### src/rtl/morse_pkg.sv
// Shared Morse timing definitions.
// Used by the symbol sequencer and the character encoder.
package morse_pkg;

    typedef enum logic [2:0] {
        IDLE       = 3'd0,
        MARK       = 3'd1,
        SPACE      = 3'd2,
        LETTER_GAP = 3'd3,
        WORD_GAP   = 3'd4
    } state_t;

    localparam int   CNT_W    = 4;
    localparam int   DOT_UNITS = 1;
    localparam int   SYM_UNITS = 1;
    localparam logic SYM_DASH = 1'b1;
    localparam logic SYM_DOT  = 1'b0;

    localparam int DEF_MAX_LEN          = 5;
    localparam int DEF_DASH_UNITS       = 3;
    localparam int DEF_LETTER_GAP_UNITS = 3;
    localparam int DEF_WORD_EXTRA_UNITS = 4;

    // Count value seen on the last tick of an n-unit element.
    function automatic logic [CNT_W-1:0] last_cnt(input int n);
        return CNT_W'(n - 1);
    endfunction

endpackage

### src/rtl/morse_symbol_sequencer_if.sv
// Character handshake between the encoder and the sequencer.
// Encoder drives master, sequencer consumes as slave.
interface morse_symbol_sequencer_if #(
    parameter int MAX_LEN = morse_pkg::DEF_MAX_LEN
);
    logic               char_valid;
    logic               char_ready;
    logic [2:0]         char_len;
    logic [MAX_LEN-1:0] char_code;

    modport master (
        output char_valid,
        output char_len,
        output char_code,
        input  char_ready
    );

    modport slave (
        input  char_valid,
        input  char_len,
        input  char_code,
        output char_ready
    );
endinterface

### src/rtl/morse_unit_counter.sv
// Unit counter measuring element lengths in unit ticks.
// Clear has priority over enable.
module morse_unit_counter #(
    parameter int W = 4
) (
    input  logic         CLK,
    input  logic         RST,
    input  logic         clr_i,
    input  logic         en_i,
    output logic [W-1:0] count_o
);
    logic [W-1:0] count_q;

    // Count enabled ticks, cleared on reset or request.
    always_ff @(posedge CLK) begin
        if (RST || clr_i) begin
            count_q <= '0;
        end else if (en_i) begin
            count_q <= count_q + W'(1);
        end
    end

    assign count_o = count_q;
endmodule

### src/rtl/morse_symbol_sequencer.sv
// Keys one Morse character at a time, timing marks and gaps
// in unit ticks; len 0 requests an inter-word silence.
module morse_symbol_sequencer
    import morse_pkg::*;
#(
    parameter int MAX_LEN          = DEF_MAX_LEN,
    parameter int DASH_UNITS       = DEF_DASH_UNITS,
    parameter int LETTER_GAP_UNITS = DEF_LETTER_GAP_UNITS,
    parameter int WORD_EXTRA_UNITS = DEF_WORD_EXTRA_UNITS
) (
    input  logic CLK,
    input  logic RST,
    input  logic unit_tick,
    morse_symbol_sequencer_if.slave up,
    output logic key_out,
    output logic busy,
    output logic done
);
    localparam logic [2:0] LEN_MAX = 3'(MAX_LEN);

    state_t             state_q, state_d;
    logic [MAX_LEN-1:0] code_q, code_d;
    logic [2:0]         len_q, len_d;
    logic [2:0]         idx_q, idx_d;
    logic               key_q, key_d;
    logic               done_q, done_d;
    logic [CNT_W-1:0]   cnt;
    logic [CNT_W-1:0]   target;
    logic               cnt_clr;
    logic               accept;
    logic [2:0]         len_clamp;

    assign up.char_ready = (state_q == IDLE) && !RST;
    assign accept        = up.char_valid && up.char_ready;
    assign len_clamp     = (up.char_len > LEN_MAX) ? LEN_MAX : up.char_len;
    assign target        = (code_q[idx_q] == SYM_DASH)
                           ? CNT_W'(DASH_UNITS) : CNT_W'(DOT_UNITS);

    morse_unit_counter #(.W(CNT_W)) u_cnt (
        .CLK     (CLK),
        .RST     (RST),
        .clr_i   (cnt_clr),
        .en_i    (unit_tick),
        .count_o (cnt)
    );

    // State, character and registered output storage.
    always_ff @(posedge CLK) begin
        if (RST) begin
            state_q <= IDLE;
            code_q  <= '0;
            len_q   <= '0;
            idx_q   <= '0;
            key_q   <= 1'b0;
            done_q  <= 1'b0;
        end else begin
            state_q <= state_d;
            code_q  <= code_d;
            len_q   <= len_d;
            idx_q   <= idx_d;
            key_q   <= key_d;
            done_q  <= done_d;
        end
    end

    // Next state: each element ends on the tick completing its length.
    always_comb begin
        state_d = state_q;
        code_d  = code_q;
        len_d   = len_q;
        idx_d   = idx_q;
        unique case (state_q)
            IDLE: begin
                if (accept) begin
                    code_d  = up.char_code;
                    len_d   = len_clamp;
                    idx_d   = '0;
                    state_d = (len_clamp == 3'd0) ? WORD_GAP : MARK;
                end
            end
            MARK: begin
                if (unit_tick && cnt == target - CNT_W'(1)) begin
                    if (idx_q == len_q - 3'd1) begin
                        state_d = LETTER_GAP;
                    end else begin
                        idx_d   = idx_q + 3'd1;
                        state_d = SPACE;
                    end
                end
            end
            SPACE: begin
                if (unit_tick && cnt == last_cnt(SYM_UNITS)) begin
                    state_d = MARK;
                end
            end
            LETTER_GAP: begin
                if (unit_tick && cnt == last_cnt(LETTER_GAP_UNITS)) begin
                    state_d = IDLE;
                end
            end
            WORD_GAP: begin
                if (unit_tick && cnt == last_cnt(WORD_EXTRA_UNITS)) begin
                    state_d = IDLE;
                end
            end
            default: state_d = IDLE;
        endcase
    end

    // Outputs and counter clear derived from the coming state.
    always_comb begin
        key_d   = (state_d == MARK);
        done_d  = (state_d == IDLE) &&
                  (state_q == LETTER_GAP || state_q == WORD_GAP);
        cnt_clr = (state_d != state_q) || (state_q == IDLE);
    end

    assign key_out = key_q && !RST;
    assign done    = done_q && !RST;
    assign busy    = (state_q != IDLE) && !RST;
endmodule
### src/flat_wrapper.sv
// flat-port wrapper written by rule: the top's interface ports become plain ports
module morse_symbol_sequencer_flat import morse_pkg::*;
#(
    parameter int MAX_LEN          = DEF_MAX_LEN,
    parameter int DASH_UNITS       = DEF_DASH_UNITS,
    parameter int LETTER_GAP_UNITS = DEF_LETTER_GAP_UNITS,
    parameter int WORD_EXTRA_UNITS = DEF_WORD_EXTRA_UNITS
)
  (CLK, RST, unit_tick, key_out, busy, done, up_char_valid, up_char_len, up_char_code, up_char_ready);
  morse_symbol_sequencer_if #(.MAX_LEN(MAX_LEN)) up_i ();
  input  logic CLK;
  input  logic RST;
  input  logic unit_tick;
  output logic key_out;
  output logic busy;
  output logic done;
  input wire logic [$bits(up_i.char_valid)-1:0] up_char_valid;
  input wire logic [$bits(up_i.char_len)-1:0] up_char_len;
  input wire logic [$bits(up_i.char_code)-1:0] up_char_code;
  output wire logic [$bits(up_i.char_ready)-1:0] up_char_ready;
  assign up_i.char_valid = up_char_valid;
  assign up_i.char_len = up_char_len;
  assign up_i.char_code = up_char_code;
  assign up_char_ready = up_i.char_ready;
  morse_symbol_sequencer #(.MAX_LEN(MAX_LEN), .DASH_UNITS(DASH_UNITS), .LETTER_GAP_UNITS(LETTER_GAP_UNITS), .WORD_EXTRA_UNITS(WORD_EXTRA_UNITS)) u_core (.CLK(CLK), .RST(RST), .unit_tick(unit_tick), .up(up_i), .key_out(key_out), .busy(busy), .done(done));
endmodule
### config.mk
export PLATFORM = sky130hd
export DESIGN_NAME = morse_symbol_sequencer_flat
export DESIGN_NICKNAME = d
export VERILOG_FILES = /design/src/rtl/morse_pkg.sv /design/src/rtl/morse_symbol_sequencer_if.sv /design/src/rtl/morse_unit_counter.sv /design/src/rtl/morse_symbol_sequencer.sv /design/src/flat_wrapper.sv
export SDC_FILE = /design/constraint.sdc
export NUM_CORES = 1
export LEC_CHECK = 0
export BUFFER_PORTS_ARGS = -buffer_cell sky130_fd_sc_hd__buf_2
export CAP_MARGIN = 20
export CORE_MARGIN = 1
export CORE_UTILIZATION = 41
export CTS_BUF_LIST = sky130_fd_sc_hd__clkbuf_8
export CTS_CLUSTER_SIZE = 12
export DETAILED_ROUTE_END_ITERATION = 10
export HOLD_SLACK_MARGIN = 0.15
export MAX_ROUTING_LAYER = met4
export PLACE_DENSITY_LB_ADDON = 0.15
export SLEW_MARGIN = 20
export SYNTH_ARGS = -nofsm -noshare
export SYNTH_HDL_FRONTEND = slang
export SYNTH_HIERARCHICAL = 1
export SYNTH_SLANG_ARGS = --single-unit
export TNS_END_PERCENT = 20
### constraint.sdc
create_clock -name CLK -period 4.2 [get_ports CLK]
set_input_delay 0 -clock CLK [delete_from_list [all_inputs] [get_ports CLK]]
set_output_delay 0 -clock CLK [all_outputs]
set_load 0.01 [all_outputs]
=== After elaboration in Yosys (flattened, before gate mapping) ===
Index checks and enable logic that the tools add are counted.

* Register bits after elaboration: 20
* Input port bits: 12
* Output and inout port bits: 4
* Word-level logic and storage cells: 64

* Add/sub/neg operators: 4
* Order comparisons: 2
* Equality and inequality tests: 13
* Multiplexer cells: 16
* Reductions and logical operators: 22

{| class="wikitable"
|+ Operator list
! cell !! number
|-
| 3-bit 2-to-1 mux || 10
|-
| 3-bit case mux with 5 select lines || 1
|-
| 1-bit logical AND || 10
|-
| 3-bit zero test || 3
|-
| 4-bit by 2-bit == test with 1-bit output (second input constant) || 2
|-
| 3-bit by 1-bit == test with 1-bit output (second input constant) || 2
|-
| 3-bit by 2-bit == test with 1-bit output (second input constant) || 2
|-
| 3-bit case mux with 2 select lines || 1
|-
| 4-bit by 1-bit adder with 4-bit output (second input constant) || 1
|-
| 4-bit == test || 1
|-
| 4-bit zero test || 1
|-
| 3-bit by 4-bit < comparator with 1-bit output (second input constant) || 1
|-
| 2-bit by 1-bit inequality test with 1-bit output (second input constant) || 2
|-
| 4-bit AND reduction || 1
|-
| 4-bit by 1-bit subtractor with 4-bit output (second input constant) || 1
|-
| 3-bit by 1-bit adder with 3-bit output (second input constant) || 1
|-
| 1-bit binary-select mux with 3-bit select || 1
|-
| 3-bit == test || 1
|-
| 3-bit == test (second input constant) || 1
|-
| 3-bit > comparator (second input constant) || 1
|-
| 1-bit logical OR || 3
|-
| 3-bit inequality test || 1
|-
| 3-bit nonzero test || 1
|-
| 3-bit by 1-bit subtractor with 3-bit output (second input constant) || 1
|-
| 6 further kinds || 7
|}

=== Longest topological paths before layout ===
Gate-level depths: netlist of run 1.

* Depth after elaboration: 11
* Mapped depth: 8
* Mapped depth without buffers: 7

=== Hierarchy ===
Netlist of run 1, hierarchy kept.

{| class="wikitable"
|+ By module, submodules not included
! module !! times used !! cells an instance !! area each (sq um) !! seq. area each (sq um)
|-
| morse_symbol_sequencer || 1 || 138 || 1,067.3 || 320.3
|-
| morse_unit_counter || 1 || 17 || 177.7 || 80.1
|}

=== Worst setup path after synthesis of run 1 ===
No wires, ideal clock.

* Kind: register -> register
* Start: register u_core.idx_q[0]
* End: register u_core.u_cnt.count_q[2], in the netlist u_core/u_cnt/count_o[2]
* Setup time: 70 ps
* Arrival time: 2,274 ps
* Path slack: 1,856 ps
* Cell stages (with the launch flop): 9
* Cell sequence: dfxtp_1 buf_6 mux4_2 nand3_2 and4_1 nor2_1 or4_1 or2_2 a21oi_1

* Cells in the longest elaborated chain, start to end: 11

{| class="wikitable"
|+ RTL lines
! element !! line !! text
|-
| start, declared || morse_symbol_sequencer.sv:24 || <nowiki>logic [2:0] idx_q, idx_d;</nowiki>
|-
| start signal, assigned || morse_symbol_sequencer.sv:60 || <nowiki>idx_q <= idx_d;</nowiki>
|-
| 1-bit binary-select mux with 3-bit select || morse_symbol_sequencer.sv:36 || <nowiki>assign target = (code_q[idx_q] == SYM_DASH)</nowiki>
|-
| 1-bit 2-to-1 mux (implied by the code) || morse_symbol_sequencer.sv:36 ||
|-
| 2-bit 2-to-1 mux || morse_symbol_sequencer.sv:37 || <nowiki>? CNT_W'(DASH_UNITS) : CNT_W'(DOT_UNITS);</nowiki>
|-
| 4-bit by 1-bit subtractor with 4-bit output || morse_symbol_sequencer.sv:82 || <nowiki>if (unit_tick && cnt == target - CNT_W'(1)) begin</nowiki>
|-
| 4-bit == test || morse_symbol_sequencer.sv:82 ||
|-
| 1-bit logical AND || morse_symbol_sequencer.sv:82 ||
|-
| 3-bit 2-to-1 mux * || morse_symbol_sequencer.sv:82 ||
|-
| 3-bit case mux with 5 select lines * || morse_symbol_sequencer.sv:72 || <nowiki>unique case (state_q)</nowiki>
|-
| 3-bit inequality test * || morse_symbol_sequencer.sv:115 || <nowiki>cnt_clr = (state_d != state_q) || (state_q == IDLE);</nowiki>
|-
| 1-bit logical OR * || morse_symbol_sequencer.sv:115 ||
|-
| via u_core.cnt_clr || morse_symbol_sequencer.sv:29 || <nowiki>logic cnt_clr;</nowiki>
|-
| 1-bit logical OR * || morse_unit_counter.sv:16 || <nowiki>if (RST || clr_i) begin</nowiki>
|-
| end signal, assigned || morse_unit_counter.sv:19 || <nowiki>count_q <= count_q + W'(1);</nowiki>
|-
| end, declared || morse_unit_counter.sv:12 || <nowiki>logic [W-1:0] count_q;</nowiki>
|}

The timed path passes the listed nets; every way through them passes the cells marked *. The select of a mux whose other input is x is not followed.
A chain may end at the register's enable or synchronous reset.

=== Worst setup path in the final report of run 1 ===
Ends and elaborated chain as after synthesis.

==> results, run 1 <==
- The mean number of vias per cell is 5.605.
- The fill cell instance count of the final layout is 281.
- The per-instance average area after synthesis is roughly 8 µm².
- The async set-reset flop share out of synthesis is 0.
- The netlist uses 39 different library cells.
- 16 I/O pins were placed.
- The critical path startpoint category is a register.
- In the final layout, the share of cells above drive strength 1 is 0.1494.
- The worst setup path is captured at a register.
- Port buffering added 15 buffers.
- The dominant cell by count in the synthesized netlist is nand2_1.
- In this run, synthesis inferred 0 flip-flops with an integrated enable.
- In this run the static leakage power is around 0.58 nW.
- After global routing the overflow that remains totals 0.
- The pin count of the biggest net entering global routing is 27.
- The post-synthesis instance area is between 0.001 and 0.0015 mm².
- The synthesized flop and latch total is 20.
- The clock tree skew after final layout is approximately 4.6 ps.
- By area the synthesized netlist is led by dfxtp_1, nand2_1, nand3b_1.
- The die extent in x is about 57 µm.
- The number of global-route vias before repair is 1075.
- The TritonCTS clock tree is built.
- By count the netlist is led by nand2_1, dfxtp_1, nand3b_1, nor2b_1.
- Timing analysis after detailed placement gives a worst setup slack of approximately 1600 ps.
- After floorplanning, the core was sized to cover 0.002805 mm².
- The worst reg2reg path depth is 7.
- The count of inserted antenna diode cells is 0.
- For this configuration, the core starts out at a cell density of 0.4438.
- The slack of the worst reg-to-reg path is ~1600 ps.
- CTS built an H-tree with a depth of 1.
- The launch point of the worst reg-to-reg path is u_core/idx_q[0].
- For this block, the routed nets add up to between 2000 and 3000 µm of wire.
- The net count of the mapped netlist is between 150 and 200.
- The worst setup path is of the register to register kind.
- The die covers ~0.0033 mm².
- The number of warnings printed during yosys synthesis is 6.
- The congestion estimate from routability-driven global placement came to 0.8504.
- The HPWL after detailed placement is 1908 µm.
- The clock period minus final worst setup slack is approximately 2600 ps.
- Setup slack on the critical path of the routed design comes to ~1600 ps.
- The remaining routing DRC violations is 0.
- The clock edge transition at the registers on the reported setup and hold paths is around 80 ps.
- In the synthesized netlist, the number of instances is 155.
- The analysis attributes to net switching a power of 116.6 µW.
- Across every metal layer, demand over resource in global routing totals 0.1948.
- Following the worst setup path forward leads to its endpoint at u_core/u_cnt/count_o[2].
- The biggest area contributor in the post-synthesis netlist is dfxtp_1.
- The total placed cells including tap cells is roughly 190.
- The number of placement rows is 19.
- The number of clock sinks is 20.
- Setup repair after global routing left no endpoint under its margin.
- The share of total power dissipated in sequential elements is 0.436.
- Of the total power, combinational logic draws 0.157.
- The first detailed-routing pass took 5 iterations.
- The maximum count of clock buffers along a single path is 2.
- The detail route stage leaves a number of antenna-violating nets equal to 0.
- The initial antenna violation count was 0.
- The run finished with clean final reports.
- Traced cell by cell, the critical path runs through mux4_2, nand3_2, and4_1, nor2_1, or4_1, or2_2, a21oi_1.
- The wire length of the first global-routing pass is between 4000 and 5000 µm.
- The die extent in y is 57.11 µm.
- The terminus of the critical flop-to-flop path is u_core/u_cnt/count_o[2].
- The slowest cell on the critical path is mux4_2.
- The final count of pins violating max slew is 0.
- The DRC violation total after the first TritonRoute iteration is 36.
- For the worst setup path, the data arrival time is about 2800 ps.
- The share of total power dissipated in the clock network is 0.407.
- For the pin with the worst max-slew slack, the measured transition is slightly below 900 ps.
- Along the worst path, the maximum fanout reaches 9.
- The number of nets in the final layout is between 150 and 200.
- Data on the critical path is required at its endpoint by approximately 4400 ps.
- The total CTS buffers is 3.
- The number of hold violations in the final report is 0.
- The number of setup violations in the final report is 0.
- The internal power summed over all cells is between 300 and 400 µW.
- The area added between synthesis and finish is 19.10%.
- The clock latency of the later-clocked register in the worst-skew pair is approximately 260 ps.
- The post-route non-filler standard cell count is ~210.
- The worst pin sits at a relative slew slack of 0.3958.
- The delay contributed by the slowest stage of the critical path is roughly 590 ps.
- The areal power density over the cells is about 320 mW/mm².
- Summed over all failing endpoints, the final setup total negative slack is 0 ps.
- The most instantiated flip-flop cell in the synthesis netlist is dfxtp_1.
- The net switching fraction of the power is 0.2430.
- Once the clock tree was built, the resizer swapped 0 gates to a different size.
- The total via count in the routed design is between 1000 and 1500.
- Of the synthesized area, sequential elements account for 0.3216.
- Clock tree synthesis selected as its root buffer the cell clkbuf_8.
- The path category of the worst min-delay check is input pin to register.
- The worst setup path startpoint is u_core/idx_q[0].
- In the finished design, the share of the clock period the worst path needs comes to 0.6231.
- Of the post-synthesis cell area, the dominant cell type holds 0.3216.
- The tool flagged a number of max-cap violations equal to 0.
- The maximum vdd drop is around 140 µV.
- The final routed wire length divided by cell count is 13.80 µm.
- Derived from the worst setup path, the maximum achievable clock frequency is about 0.38 GHz.
worst min-delay path by stage:
stage / from / end / slack [ps] / cells after the start
after floorplan: RST / up_char_ready / 60 / 1
after global placement: up_char_code[3] / u_core/code_q[3] / 180 / 3
after detailed placement: up_char_code[0] / u_core/code_q[0] / 190 / 3
after CTS: RST / u_core/state_q[1] / 160 / 2
after global routing: RST / u_core/state_q[1] / 180 / 2
final: RST / u_core/state_q[1] / 170 / 2
logic make-up after synthesis:
kind of cell | Yosys count | share of synthesized area
AOI/OAI and AO/OA | 23 | 0.1075
xor gates and xnor gates | 4 | 0.04020
adders and majority gates | 3 | 0.03015
buffers and inverters | 13 | 0.04724
DFF | 20 | 0.3216
muxes | 7 | 0.06934
and+or+nand+nor | 85 | 0.3839
area by class of cell:
class	instances	area (µm²)	share of cell area
clock inverter	1	30.03	0.02025
multi-input combinational	122	785.8	0.5300
sequential	20	400.4	0.2700
clock buffer	3	41.29	0.02785
tap	31	38.79	0.02616
inverter	3	11.26	0.007595
timing repair buffer	25	175.2	0.1181
power by group through the flow:
stage	Clock [mW]	Sequential, mW	Combinational (mW)
final	0.195	0.209	0.0752
after global routing	0.209	0.211	0.0839
after CTS	0.202	0.209	0.0750
after detailed placement	0	0.213	0.0676
after global placement	0	0.213	0.0668
after floorplan	0	0.208	0.0541
sequential cells by signal, indices dropped and copies added (netlist names):
register	flops
u_core/len_q	3
u_core/done_q	1
u_core/idx_q	3
u_core/state_q	3
u_core/u_cnt/count_o	4
u_core/key_q	1
u_core/code_q	5
per-stage QoR:
step	area (µm²)	power (mW)	util	hold slack [ps]
after floorplan	1245	0.2617	-	58.59
after global placement	1311	0.2800	0.4674	181.6
after detailed placement	1311	0.2811	0.4674	192.4
after CTS	1483	0.4858	0.5285	164.8
after global routing	1483	0.5032	0.5285	180.0
final	1483	0.4797	0.5285	168.8
what timing repair did:
action                                 in CTS  in global routing
setup buffers                               0                  0
hold buffers                               10                  0
endpoints found under the hold margin      12                  0
layer usage:
layer | share of wire | global-route usage | wire length (µm)
met1 | 0.47 | 0.2397 | 1332
met2 | 0.49 | 0.3109 | 1388
met3 | 0.030 | 0.03175 | 86
met4 | 0.0074 | 0.09408 | 21
met5 | 0 | - | 0
worst max-delay path, delay by kind of cell (launching register included):
kind | cells | cell delay, ps
flip-flops | 1 | 530
AO/OA/AOI/OAI | 1 | 120
AND/OR/NAND/NOR | 5 | 1310
multiplexers | 1 | 590
placed cells by master (no fill, tap or decap), types with 6 or more instances in the layout:
cell type and n:
nor3_1 8, nor2_1 9, a21oi_1 9, nand3b_1 10
dlygate4sd3_1 10, nand2_1 22, buf_2 15, nand3_1 6
nor2b_1 10, o21ai_0 6, dfxtp_1 20
No activity file was read; power rests on OpenSTA's default activity.
==> run 2, diff against run 1 <==
clock period = 2.18 ns   (was 4.2 ns; I/O delays follow)
==> run 2 against run 1 <==
The flow now finishes with violations (design-rule violations). Clock power is 94% higher. Combinational power is 130% higher. Clock skew is 1.3 ps lower. Critical path depth stayed put. Routed wire length is 8.2% higher. Register-to-register slack worse by 1600 ps. Die area stayed put. Sequential share of layout area is 2.3 points lower. Largest cell class unchanged. Largest power group unchanged.
==> results, run 2 (synthesis gave the netlist of run 1 again) <==
- The count of inserted antenna diode cells is 0 (unchanged).
- The final count of pins violating max slew was 0 (unchanged).
- The maximum count of clock buffers along a single path is 2 (unchanged).
- The final setup slack of the worst path is 10.35 ps (-1573 ps).
- The clock tree skew after final layout was 3.309 ps (-1.314 ps).
- The type of the setup path with the least slack is register to register.
- The worst setup path is captured at a register.
- The number of hold violations in the final report is 0 (unchanged).
- The maximum vdd drop is 395.8 µV (+190%).
- The I/O pin total came to 16 (unchanged).
- The timing-limited maximum frequency is 0.4609 GHz (+21%).
- In this run the critical register-to-register path is captured at u_core/u_cnt/count_o[2].
- The number of buffer cells added on primary ports is 15 (unchanged).
- The number of setup violations in the final report is 0 (unchanged).
- The register bank with the most flops is u_core/code_q.
- The clock period minus final worst setup slack is 2170 ps (-447.3 ps).
- The die extent in x is 57.11 µm (unchanged).
- The number of placement rows is 19 (unchanged).
- The total of max-cap violations came to 0 (unchanged).
- The critical path arrival is 2370 ps (-450 ps).
- The pin slew with the least headroom to its limit is 510.4 ps (-383.3 ps).
- Walking the worst path, the cells encountered are and4bb_2, mux2i_2, and4_4, nor2_2, or4_4, or2_4, a21oi_2.
- The required arrival time at the worst endpoint was 2380 ps (-2020 ps).
- The delay contributed by the slowest stage of the critical path is 500 ps (-90 ps).
- The root buffer cell chosen for the clock tree is clkbuf_8.
- The starting utilization of the core area was 0.4438 (unchanged).
- The library cell used most frequently in the layout, excluding fill and tap cells, is nand2_1.
- The total length of routed wires is 3062 µm (+8.2%).
- The first-pass iteration count of the detailed router is 7 (+2).
- The DRC violation total after the first TritonRoute iteration was 40 (+11%).
- The cell depth of the worst min-delay path is 2 (unchanged).
- The HPWL after detailed placement is 2118 µm (+11%).
- The area of the core is 0.002805 mm² (unchanged).
- The global-route track usage on met2 is 0.3345 (+0.02353).
- Setup repair after global routing could not meet its margin everywhere.
- The slack of the worst reg-to-reg path is 10 ps (-1570 ps).
- The die extent in y came to 57.11 µm (unchanged).
- The flip-flop count of the largest register after layout is 5 (unchanged).
- The run finished, with violations left.
- Leaving out fill and tap cells, the most frequent cells in the layout are nand2_1, dfxtp_1, buf_4.
- The peak fanout along the critical path came to 5 (-4).
- The aggregate global-route resource usage is 0.2047 (+0.009951).
- The worst-case hold path end point is u_core/state_q[2].
- The critical path startpoint category is a register.
- The count of H-tree levels built during CTS is 1 (unchanged).
- The worst reg2reg path depth is 7 (unchanged).
- The fraction of layout cells with a size suffix above 1 was 0.2684 (+0.1190).
- The remaining routing DRC violations was 2 (+2).
- The wire length of the first global-routing pass is 5119 µm (+7.7%).
- The area growth from synthesis to layout is 31.56%.
- The startpoint identified for the worst hold timing path is RST.
- The residual overflow from global routing is 0 (unchanged).
- The slowest cell on the critical path is or4_4.
- The path class of the tightest hold or removal check is input pin to register.
- The total power consumption of the routed design came to 949.9 µW (+98%).
- The die outline area is 0.003261 mm² (unchanged).
- The checks that failed: design-rule violations.
- The pin count of the biggest net entering global routing is 27 (unchanged).
- The number of nets in the final layout is 206 (+8.4%).
- The post-placement worst setup slack came to -9.280 ps (-1629 ps).
- The total via count in the routed design is 1193 (+3.8%).
- The leakage power figure is 0.6696 nW (+15%).
- The weighted congestion reported at the end of routability-driven placement came to 0.8183 (-3.8%).
- The clock edge transition at the registers on the reported setup and hold paths was 80 ps (about the same).
- The count of nets left with antenna violations after detail routing is 0 (unchanged).
- The final routed wire length divided by cell count was 13.86 µm (+0.40%).
- The met3 routing resource usage after global routing is 0.02721 (-0.004535).
- The number of global-route vias before repair is 1159 (+7.8%).
- The initial antenna violation count is 0 (unchanged).
- The global routing usage on met1 was 0.2638 (+0.02404).
- The areal power density over the cells is 580.0 mW/mm² (+79%).
- The TritonCTS clock tree is built.
- After global routing, the most crowded layer is met2.
- The total CTS buffers was 3 (unchanged).
- The number of clock sinks is 20 (unchanged).
- The mean number of vias per cell is 5.398 (-3.7%).
- The post-route fraction of the period consumed by the critical path was 0.9953 (+0.3722).
- The clock latency of the later-clocked register in the worst-skew pair came to 260 ps (about the same).
- The startpoint identified for the worst register-to-register timing path is u_core/idx_q[1].
- The worst max-slew margin expressed relative to the limit is 0.6550 (+0.2591).
run 2: layout make-up:
class	count	area [µm²]
well taps	31	38.79
clock inverters	1	30.03
clock buffers	3	41.29
repair buffers	41	295.3
fillers	260	1167
multi-input cells	122	815.8
flip-flops and latches	20	405.4
inverters	3	11.26
run 2: timing repair:
action	4_1_cts	5_1_grt
setup buffers	2	4
pin swaps	0	2
endpoints found under the setup margin	4	5
cloned	0	0
resized for setup	1	7
hold endpoints to repair	12	0
hold buffers	10	0
run 2: how the worst max path moves through the flow:
stage,startpoint,endpoint,slack [ps],depth (start not counted)
global route,u_core/idx_q[1],u_core/u_cnt/count_o[2],-50,7
global placement,u_core/idx_q[0],u_core/u_cnt/count_o[2],50,7
floorplan,u_core/idx_q[0],u_core/u_cnt/count_o[2],10,8
detailed placement,u_core/idx_q[0],u_core/u_cnt/count_o[2],-9,7
finish,u_core/idx_q[1],u_core/u_cnt/count_o[2],10,7
CTS,u_core/idx_q[0],u_core/u_cnt/count_o[2],10,7
run 2: per-layer routing:
layer  routed length [µm]  share of wire
met5                    0              0
met4                   14         0.0046
met3                   76          0.025
met2                 1442           0.47
met1                 1528           0.50
run 2: critical path: cells and delay by family (launching register included):
kind | cells | cell delay [ps]
simple gates | 5 | 1390
mux | 1 | 240
flops | 1 | 370
compound gates | 1 | 100
run 2: metrics by stage:
stage          hold slack, ps  setup TNS (ps)  std cells    util  area [µm²]
5_1_grt                 204.2          -176.2        221  0.5839        1638
3_3_place_gp            182.7               0        201  0.4969        1394
2_1_floorplan           58.59               0        155       -        1252
6_report                176.2               0        221  0.5839        1638
4_1_cts                 174.1               0        217  0.5638        1582
3_5_place_dp            191.2          -13.42        201  0.4969        1394
run 2: power breakdown:
part | total, mW | switching, mW | internal (mW)
combinational | 0.170 | 0.0808 | 0.0892
sequential | 0.401 | 0.0194 | 0.382
clock | 0.379 | 0.133 | 0.245
